--- src/rtl/matmul_8x8_c_writeback.sv ---
// Result-tile writeback: buffers two-row result beats from the systolic array and
// serializes them into a single-port output BRAM, row_0 words first, then row_1.
module matmul_8x8_c_writeback #(
  parameter int DWIDTH          = 8,
  parameter int BB_MAT_MUL_SIZE = 4,
  parameter int AWIDTH          = 7,
  parameter int NUM_BEATS       = 8,
  parameter int FIFO_DEPTH      = 4
) (
  input  logic                              clk,
  input  logic                              reset,
  input  logic                              start_wb,
  input  logic [AWIDTH-1:0]                 c_addr_base,
  input  logic                              c_valid,
  input  logic [BB_MAT_MUL_SIZE*DWIDTH-1:0] c_data_row_0,
  input  logic [BB_MAT_MUL_SIZE*DWIDTH-1:0] c_data_row_1,
  output logic                              c_ready,
  output logic                              c_wr_en,
  output logic [AWIDTH-1:0]                 c_addr,
  output logic [BB_MAT_MUL_SIZE*DWIDTH-1:0] c_data_out,
  output logic                              busy,
  output logic                              done_wb
);

  localparam int WORD_W = BB_MAT_MUL_SIZE * DWIDTH;
  localparam int PTR_W  = (FIFO_DEPTH > 1) ? $clog2(FIFO_DEPTH) : 1;
  localparam int CNT_W  = $clog2(NUM_BEATS + 1);

  typedef enum logic [1:0] {S_IDLE, S_RUN, S_DONE} state_t;

  state_t              state_reg, state_next;
  logic [AWIDTH-1:0]   base_reg;
  logic [CNT_W-1:0]    in_cnt_reg, out_cnt_reg;
  logic                phase_reg;
  logic [2*WORD_W-1:0] fifo_mem [FIFO_DEPTH];
  logic [PTR_W-1:0]    wr_ptr_reg, rd_ptr_reg;
  logic [PTR_W:0]      count_reg;
  logic                c_wr_en_reg;
  logic [AWIDTH-1:0]   c_addr_reg;
  logic [WORD_W-1:0]   c_data_out_reg;

  logic                fifo_full, fifo_empty, push, issue, pop;
  logic [2*WORD_W-1:0] head;

  assign fifo_full  = (count_reg == (PTR_W+1)'(FIFO_DEPTH));
  assign fifo_empty = (count_reg == '0);
  assign push       = c_valid && c_ready;
  assign issue      = (state_reg == S_RUN) && !fifo_empty;
  assign pop        = issue && phase_reg;
  assign head       = fifo_mem[rd_ptr_reg];

  always_ff @(posedge clk) begin
    if (reset) state_reg <= S_IDLE;
    else       state_reg <= state_next;
  end

  // The last pop leaves out_cnt at NUM_BEATS while its row_1 write is on the bus.
  always_comb begin
    state_next = state_reg;
    case (state_reg)
      S_IDLE:  if (start_wb) state_next = S_RUN;
      S_RUN:   if (out_cnt_reg == CNT_W'(NUM_BEATS)) state_next = S_DONE;
      S_DONE:  state_next = S_IDLE;
      default: state_next = S_IDLE;
    endcase
  end

  always_comb begin
    c_ready = (state_reg == S_RUN) && !fifo_full && (in_cnt_reg < CNT_W'(NUM_BEATS));
    busy    = (state_reg == S_RUN);
    done_wb = (state_reg == S_DONE);
  end

  always_ff @(posedge clk) begin
    if (push) fifo_mem[wr_ptr_reg] <= {c_data_row_1, c_data_row_0};
  end

  always_ff @(posedge clk) begin
    if (reset) begin
      base_reg    <= '0;
      in_cnt_reg  <= '0;
      out_cnt_reg <= '0;
      phase_reg   <= 1'b0;
      wr_ptr_reg  <= '0;
      rd_ptr_reg  <= '0;
      count_reg   <= '0;
    end else if (state_reg == S_IDLE && start_wb) begin
      base_reg    <= c_addr_base;
      in_cnt_reg  <= '0;
      out_cnt_reg <= '0;
      phase_reg   <= 1'b0;
      wr_ptr_reg  <= '0;
      rd_ptr_reg  <= '0;
      count_reg   <= '0;
    end else begin
      if (push) begin
        wr_ptr_reg <= wr_ptr_reg + PTR_W'(1);
        in_cnt_reg <= in_cnt_reg + CNT_W'(1);
      end
      if (pop) begin
        rd_ptr_reg  <= rd_ptr_reg + PTR_W'(1);
        out_cnt_reg <= out_cnt_reg + CNT_W'(1);
      end
      if (push && !pop)      count_reg <= count_reg + (PTR_W+1)'(1);
      else if (!push && pop) count_reg <= count_reg - (PTR_W+1)'(1);
      if (issue) phase_reg <= ~phase_reg;
    end
  end

  // Address arithmetic is deliberately modulo 2^AWIDTH.
  always_ff @(posedge clk) begin
    if (reset) begin
      c_wr_en_reg    <= 1'b0;
      c_addr_reg     <= '0;
      c_data_out_reg <= '0;
    end else begin
      c_wr_en_reg <= issue;
      if (issue) begin
        if (!phase_reg) begin
          c_data_out_reg <= head[WORD_W-1:0];
          c_addr_reg     <= base_reg + AWIDTH'(out_cnt_reg);
        end else begin
          c_data_out_reg <= head[2*WORD_W-1:WORD_W];
          c_addr_reg     <= base_reg + AWIDTH'(NUM_BEATS) + AWIDTH'(out_cnt_reg);
        end
      end
    end
  end

  assign c_wr_en    = c_wr_en_reg;
  assign c_addr     = c_addr_reg;
  assign c_data_out = c_data_out_reg;

endmodule

--- config.mk ---
export PLATFORM = sky130hd
export DESIGN_NAME = matmul_8x8_c_writeback
export DESIGN_NICKNAME = d
export VERILOG_FILES = /design/src/rtl/matmul_8x8_c_writeback.sv
export SDC_FILE = /design/constraint.sdc
export NUM_CORES = 1
export LEC_CHECK = 0
export BUFFER_PORTS_ARGS = -buffer_cell sky130_fd_sc_hd__buf_2
export CORE_UTILIZATION = 25
export CTS_CLUSTER_DIAMETER = 40
export DETAILED_ROUTE_END_ITERATION = 8
export PLACE_DENSITY_LB_ADDON = 0.3
export SETUP_SLACK_MARGIN = 0.15
export SLEW_MARGIN = 5
export SYNTH_ARGS = -nofsm -noshare
export SYNTH_HDL_FRONTEND = slang
export SYNTH_SLANG_ARGS = --single-unit
--- constraint.sdc ---
create_clock -name clk -period 4.3 [get_ports clk]
set_input_delay 0.86 -clock clk [delete_from_list [all_inputs] [get_ports clk]]
set_output_delay 0.86 -clock clk [all_outputs]
set_load 0.01 [all_outputs]
Yosys cells after proc, flatten, opt, wreduce, memory -nomap -nowiden
Memories as Yosys holds them, arrays and structs flattened. A register that Yosys moved wholly into a read port is not among the register bits.
Cells that the tools add are included.
- flip-flop bits (word level): 65
- memory bits (writable): 256
- input port bits: 75
- output and inout bits: 43
- word-level logic and storage cells: 57
- memories kept: 1
- add/subtract/negate cells: 9
- order comparisons: 1
- eq/ne operators: 6
- mux-type cells: 11
- bitwise operators: 1
- reductions and logical operators: 17
- memories (name ; words ; bits a word ; read ports ; clocked after Yosys merged registers in ; write ports ; line ; text):
    fifo_mem ; 4 ; 64 ; 1 ; 1 ; 1 ; 35 ; logic [2*WORD_W-1:0] fifo_mem [FIFO_DEPTH];
- operators with widths (operator ; number):
    two-way mux 32 bit ; 1
    adder 7 x 4 -> 7 bit ; 2
    adder 4 x 1 -> 4 bit, second input constant ; 2
    logical AND 1 bit ; 8
    two-way mux 2 bit ; 4
    adder 7 x 4 -> 7 bit, second input constant ; 1
    two-way mux 7 bit ; 1
    two-way mux 3 bit ; 2
    adder 2 x 1 -> 2 bit, second input constant ; 2
    == test 4 bit, second input constant ; 1
    logical NOT 1 bit ; 4
    < comparator 4 bit, second input constant ; 1
    case mux 2 bit (2 select lines) ; 1
    adder 3 x 1 -> 3 bit, second input constant ; 1
    == test 3 bit, second input constant ; 1
    logical NOT 3 bit ; 1
    subtractor 3 x 1 -> 3 bit, second input constant ; 1
    == test 2 x 1 -> 1 bit, second input constant ; 1
    == test 2 bit, second input constant ; 1
    logical NOT 2 bit ; 1
    two-way mux 1 bit ; 2
    != test 2 x 1 -> 1 bit, second input constant ; 1
    != test 2 bit, second input constant ; 1
    AND reduction 2 bit ; 1
    3 further kinds ; 3

Logic depth before layout (Yosys ltp)
- depth in word-level cells: 9
- mapped depth: 10
- depth with buffers taken out: 9

Worst setup path before layout
No wires, ideal clock.
- path type: input port to flip-flop
- from: in c_valid
- to: mem fifo_mem[0][0] (netlist bit), enable pin
- setup time: 0.429 ns
- data arrival time: 2.827 ns
- data required time: 3.871 ns
- path slack: 1.044 ns
- stages on the path: 4
- path buffers: 1
- path through: inv_1 a2111oi_4 buf_6 and2_1
- cells in the longest elaborated chain, start to end: 3
- ends and longest elaborated chain (what ; line ; text):
    from (decl) ; 14 ; input logic c_valid,
    logical AND 1 bit ; 47 ; assign push = c_valid && c_ready;
    net push ; 42 ; logic fifo_full, fifo_empty, push, issue, pop;
    two-way mux 1 bit ; 75 ; if (push) fifo_mem[wr_ptr_reg] <= {c_data_row_1, c_data_row_0};
    two-way mux 1 bit (not written as such) ; 75 ;
    to (decl) ; 35 ;
The timed path passes the listed nets, and every way through them passes these cells.

Final worst setup path
- from: reg count_reg[0]
- to: reg count_reg[2]
- cells in the longest elaborated chain, start to end: 8
- elaborated cells between the ends (all ways): 18
- classes of those cells: 2 x add/sub; 1 x eq/ne; 2 x mux; 13 x reduce/logical
- ends and longest elaborated chain (what ; line ; text):
    from (decl) ; 37 ; logic [PTR_W:0] count_reg;
    from (signal assigned) ; 104 ; if (push && !pop) count_reg <= count_reg + (PTR_W+1)'(1);
    from (signal assigned) ; 105 ; else if (!push && pop) count_reg <= count_reg - (PTR_W+1)'(1);
    == test 3 bit ; 45 ; assign fifo_full = (count_reg == (PTR_W+1)'(FIFO_DEPTH));
    logical NOT 1 bit ; 69 ; c_ready = (state_reg == S_RUN) && !fifo_full && (in_cnt_reg < CNT_W'(NUM_BEATS));
    logical AND 1 bit (2 in a row) ; 69 ;
    logical AND 1 bit ; 47 ;
    logical NOT 1 bit ; 105 ;
    logical AND 1 bit ; 105 ;
    nonzero test 2 bit (no source line) ; n/a ;
Parallel ways exist; a longest one is shown, timed or not. The select of a mux whose other input is x is not followed.
A chain may end at the register's enable or synchronous reset.

==> impl_results.md <==
* Yosys cell types at 48
* Tcrit/Tclk final at 0.649
* CP arrival at 3260 ps
* Initial Util at 0.255
* Post-synth EDFFs at 256
* CP Launch Type: flip-flop
* Leakage at 5.29 nW
* Core Region at 49,400 um^2
* Post-CTS Hold Buffers at 0
* DRC viols at 0
* PortBufs at 117
* Mapped Area at 12,600 um^2
* Die Area at 51,300 um^2
* TritonCTS clock tree: built
* Seq/Total Area, Yosys at 0.717
* Vias in the first global route at 7,142
* Post-CTS Setup Inserts at 0
* Vias at 6,657
* FF+latch count, synth at 323
* Crit path max fanout at 11
* Simple-gate portion of the synthesized area at 0.0569
* Worst hold path type: flip-flop to flip-flop
* Syn Area/Cell at 17.6 um^2
* Final Hold Fails at 0
* Proportion of synthesized area in mux cells at 0.120
* GRT Util Overall at 0.116
* R2R setup slack at 1510 ps
* Setup TNS at 0 ps
* CTS sink cnt at 323
* CTS root buffer: clkbuf_16
* Nets at 947
* Rel. slew slack at 0.311
* Post-DP HPWL at 17,300 um
* Synth Area in XOR/XNOR at 0.00974
* Synth warn at 0
* Max-slew violations at 0
* Fraction of layout cells with a size suffix above 1 at 0.319
* Maximum clock frequency at 358 MHz
* Crit path max-delay cell type: a2111oi_4
* DRT Wirelength at 28,800 um
* WL/cell at 18.5 um
* H-tree depth at 2
* Worst skew pair latency at 570 ps
* Adder-cell area share of the yosys netlist at 0.0248
* Ports at 118
* Tmin final at 2790 ps
* Pin count of the biggest net entering global routing at 78
* Die Wd at 226 um
* Worst path cell trace: nor2_1 -> a2111oi_4 -> ha_1 -> inv_1 -> fa_1 -> xor2_1 -> or3_1 -> a21oi_1
* Setup crit end kind: flip-flop
* Top FF cell, synth: edfxtp_1
* Post-route ant nets at 0
* GRT overflow at 0
* Util after Layout at 0.315
* Peak VDD IR at 227 uV
* DRT iter0 DRCs at 384
* Worst-path clk slew at 50 ps
* Clk_skew at 35.7 ps
* Max Buffers Root-to-Sink at 3
* Pwr/cell area at 503 nW/um^2
* Post-cts sizing count at 0
* Final setup vio count at 0
* CP max stage delay at 790 ps
* Pre-antenna DRT Iters at 4
* Drt via density at 4.28
* Max reg flops at 256
* Area fraction in compound gates after synthesis at 0.0429
* Layout area overhead at 23.5%
* Combinational family with the most area after synthesis: multiplexers
* Critical setup path kind: flip-flop to flip-flop
* RSZ-0062 raised after global routing: no
* Asr flop ratio synth at 0
* Max-Cap Viols at 0
* Final Wtd Congestion at 0.725
* Site Rows at 81
* Die extent in y at 226 um
* TritonCTS Buffers at 48
* Outcome: complete, no violations
* Syn Nets at 811
* Antenna violations before repair at 8
* First-pass GRT wire length at 43,800 um
* Worst-Margin Slew at 1030 ps
* Required @ worst endpoint at 4770 ps
* Gate Count Post-Synth at 714
power by group:
part	switching [mW]	total [mW]	internal, mW
clock	1.51	4.03	2.53
combinational	0.195	0.320	0.125
sequential	0.0331	3.48	3.45
total	1.73	7.83	6.10
worst max-delay path: cells and delay by family (launching register included):
family                     cells  cell delay [ps]
buffers and inverters          1               60
DFF                            1              430
adders and majority gates      2              670
xor gates and xnor gates       1              170
AOI/OAI and AO/OA              2              930
and+or+nand+nor                2              440
area by class of cell:
cell class | instances | area, um^2
multi-input cells | 333 | 3210
repair buffers | 128 | 718
clock inverters | 34 | 432
flip-flops and latches | 323 | 9040
fillers | 4849 | 33800
clock buffers | 54 | 1260
diodes | 2 | 5.00
inverters | 16 | 60.1
well taps | 664 | 831
layer usage:
metal,track usage,vias up,wire (um)
li1,-,3070,-
met1,0.145,3376,12700
met2,0.183,141,13600
met3,0.0409,58,1930
met4,0.0418,12,543
met5,0,-,75
cells by family (layout without fill, tap and decap cells):
kind of cell,count (synthesis),count (layout)
simple gates,164,164
buf+inv,58,232
fa+ha+maj,22,22
flops,323,323
xor+xnor,14,14
other cells,0,2
compound gates,66,66
mux,67,67
metrics by stage:
| stage | setup slack, ps | hold WS (ps) | power [mW] | instance area [um^2] | instances |
|---|---|---|---|---|---|
| 2_1_floorplan | 1040 | 456 | 3.73 | 12600 | 714 |
| 3_3_place_gp | 1240 | 448 | 3.87 | 13900 | 1464 |
| 3_5_place_dp | 1190 | 451 | 3.87 | 13900 | 1464 |
| 4_1_cts | 1460 | 458 | 7.95 | 15600 | 1552 |
| 5_1_grt | 1240 | 472 | 8.11 | 15600 | 1552 |
| 6_report | 1510 | 457 | 7.83 | 15600 | 1554 |
placed cells by master, fill, tap and decap left out, drive strengths merged, types with 2 or more instances in the layout:
master,Yosys,layout
and2,4,4
a31oi,2,2
nor3,6,6
edfxtp,256,256
mux4,64,64
ha,17,17
nand3,6,6
clkinvlp,0,4
a211oi,4,4
a21oi,7,7
buf,33,128
clkinv,0,12
or2,2,2
a22o,4,4
nor2,57,57
nor3b,2,2
nor2b,3,3
diode,0,2
xor2,6,6
o311ai,2,2
clkbuf,9,54
mux2i,3,3
xnor2,8,8
a311oi,32,32
nand2b,4,4
bufinv,0,6
inv,16,28
dfxtp,67,67
nand3b,2,2
fa,5,5
o21ai,7,7
nand2,76,76
cell usage after synthesis (2+ instances only):
cell type / n / share of area
nand3b_1: 2 / 0.0012
a21oi_1: 7 / 0.0028
nor2_1: 56 / 0.017
buf_4: 4 / 0.0024
a22o_1: 4 / 0.0028
inv_1: 16 / 0.0048
clkbuf_1: 8 / 0.0024
a211oi_1: 4 / 0.0024
nor3b_1: 2 / 0.0012
nand2b_1: 3 / 0.0015
buf_2: 14 / 0.0056
xor2_1: 6 / 0.0042
xnor2_1: 8 / 0.0056
o311ai_1: 2 / 0.0014
mux4_2: 54 / 0.097
o21ai_0: 7 / 0.0028
mux2i_1: 3 / 0.0024
dfxtp_1: 67 / 0.11
a31oi_1: 2 / 0.00099
nand2_1: 76 / 0.023
edfxtp_1: 256 / 0.61
and2_1: 4 / 0.0020
nor2b_1: 3 / 0.0015
buf_6: 15 / 0.013
nand3_1: 6 / 0.0024
nor3_1: 4 / 0.0016
ha_1: 17 / 0.017
fa_1: 5 / 0.0079
a311oi_1: 31 / 0.022
mux4_1: 10 / 0.021
worst paths after layout:
kind                                   from                        end  cells after the start
setup / recovery  count_reg[0]$_SDFFE_PP0P_  count_reg[2]$_SDFFE_PP0P_                      8
hold / removal       c_addr[1]$_SDFFE_PP0N_     c_addr[1]$_SDFFE_PP0N_                      2
setup reg to reg  count_reg[0]$_SDFFE_PP0P_  count_reg[2]$_SDFFE_PP0P_                      8
hold reg to reg      c_addr[1]$_SDFFE_PP0N_     c_addr[1]$_SDFFE_PP0N_                      2
Note: power is estimated with default switching activity, not from simulation.
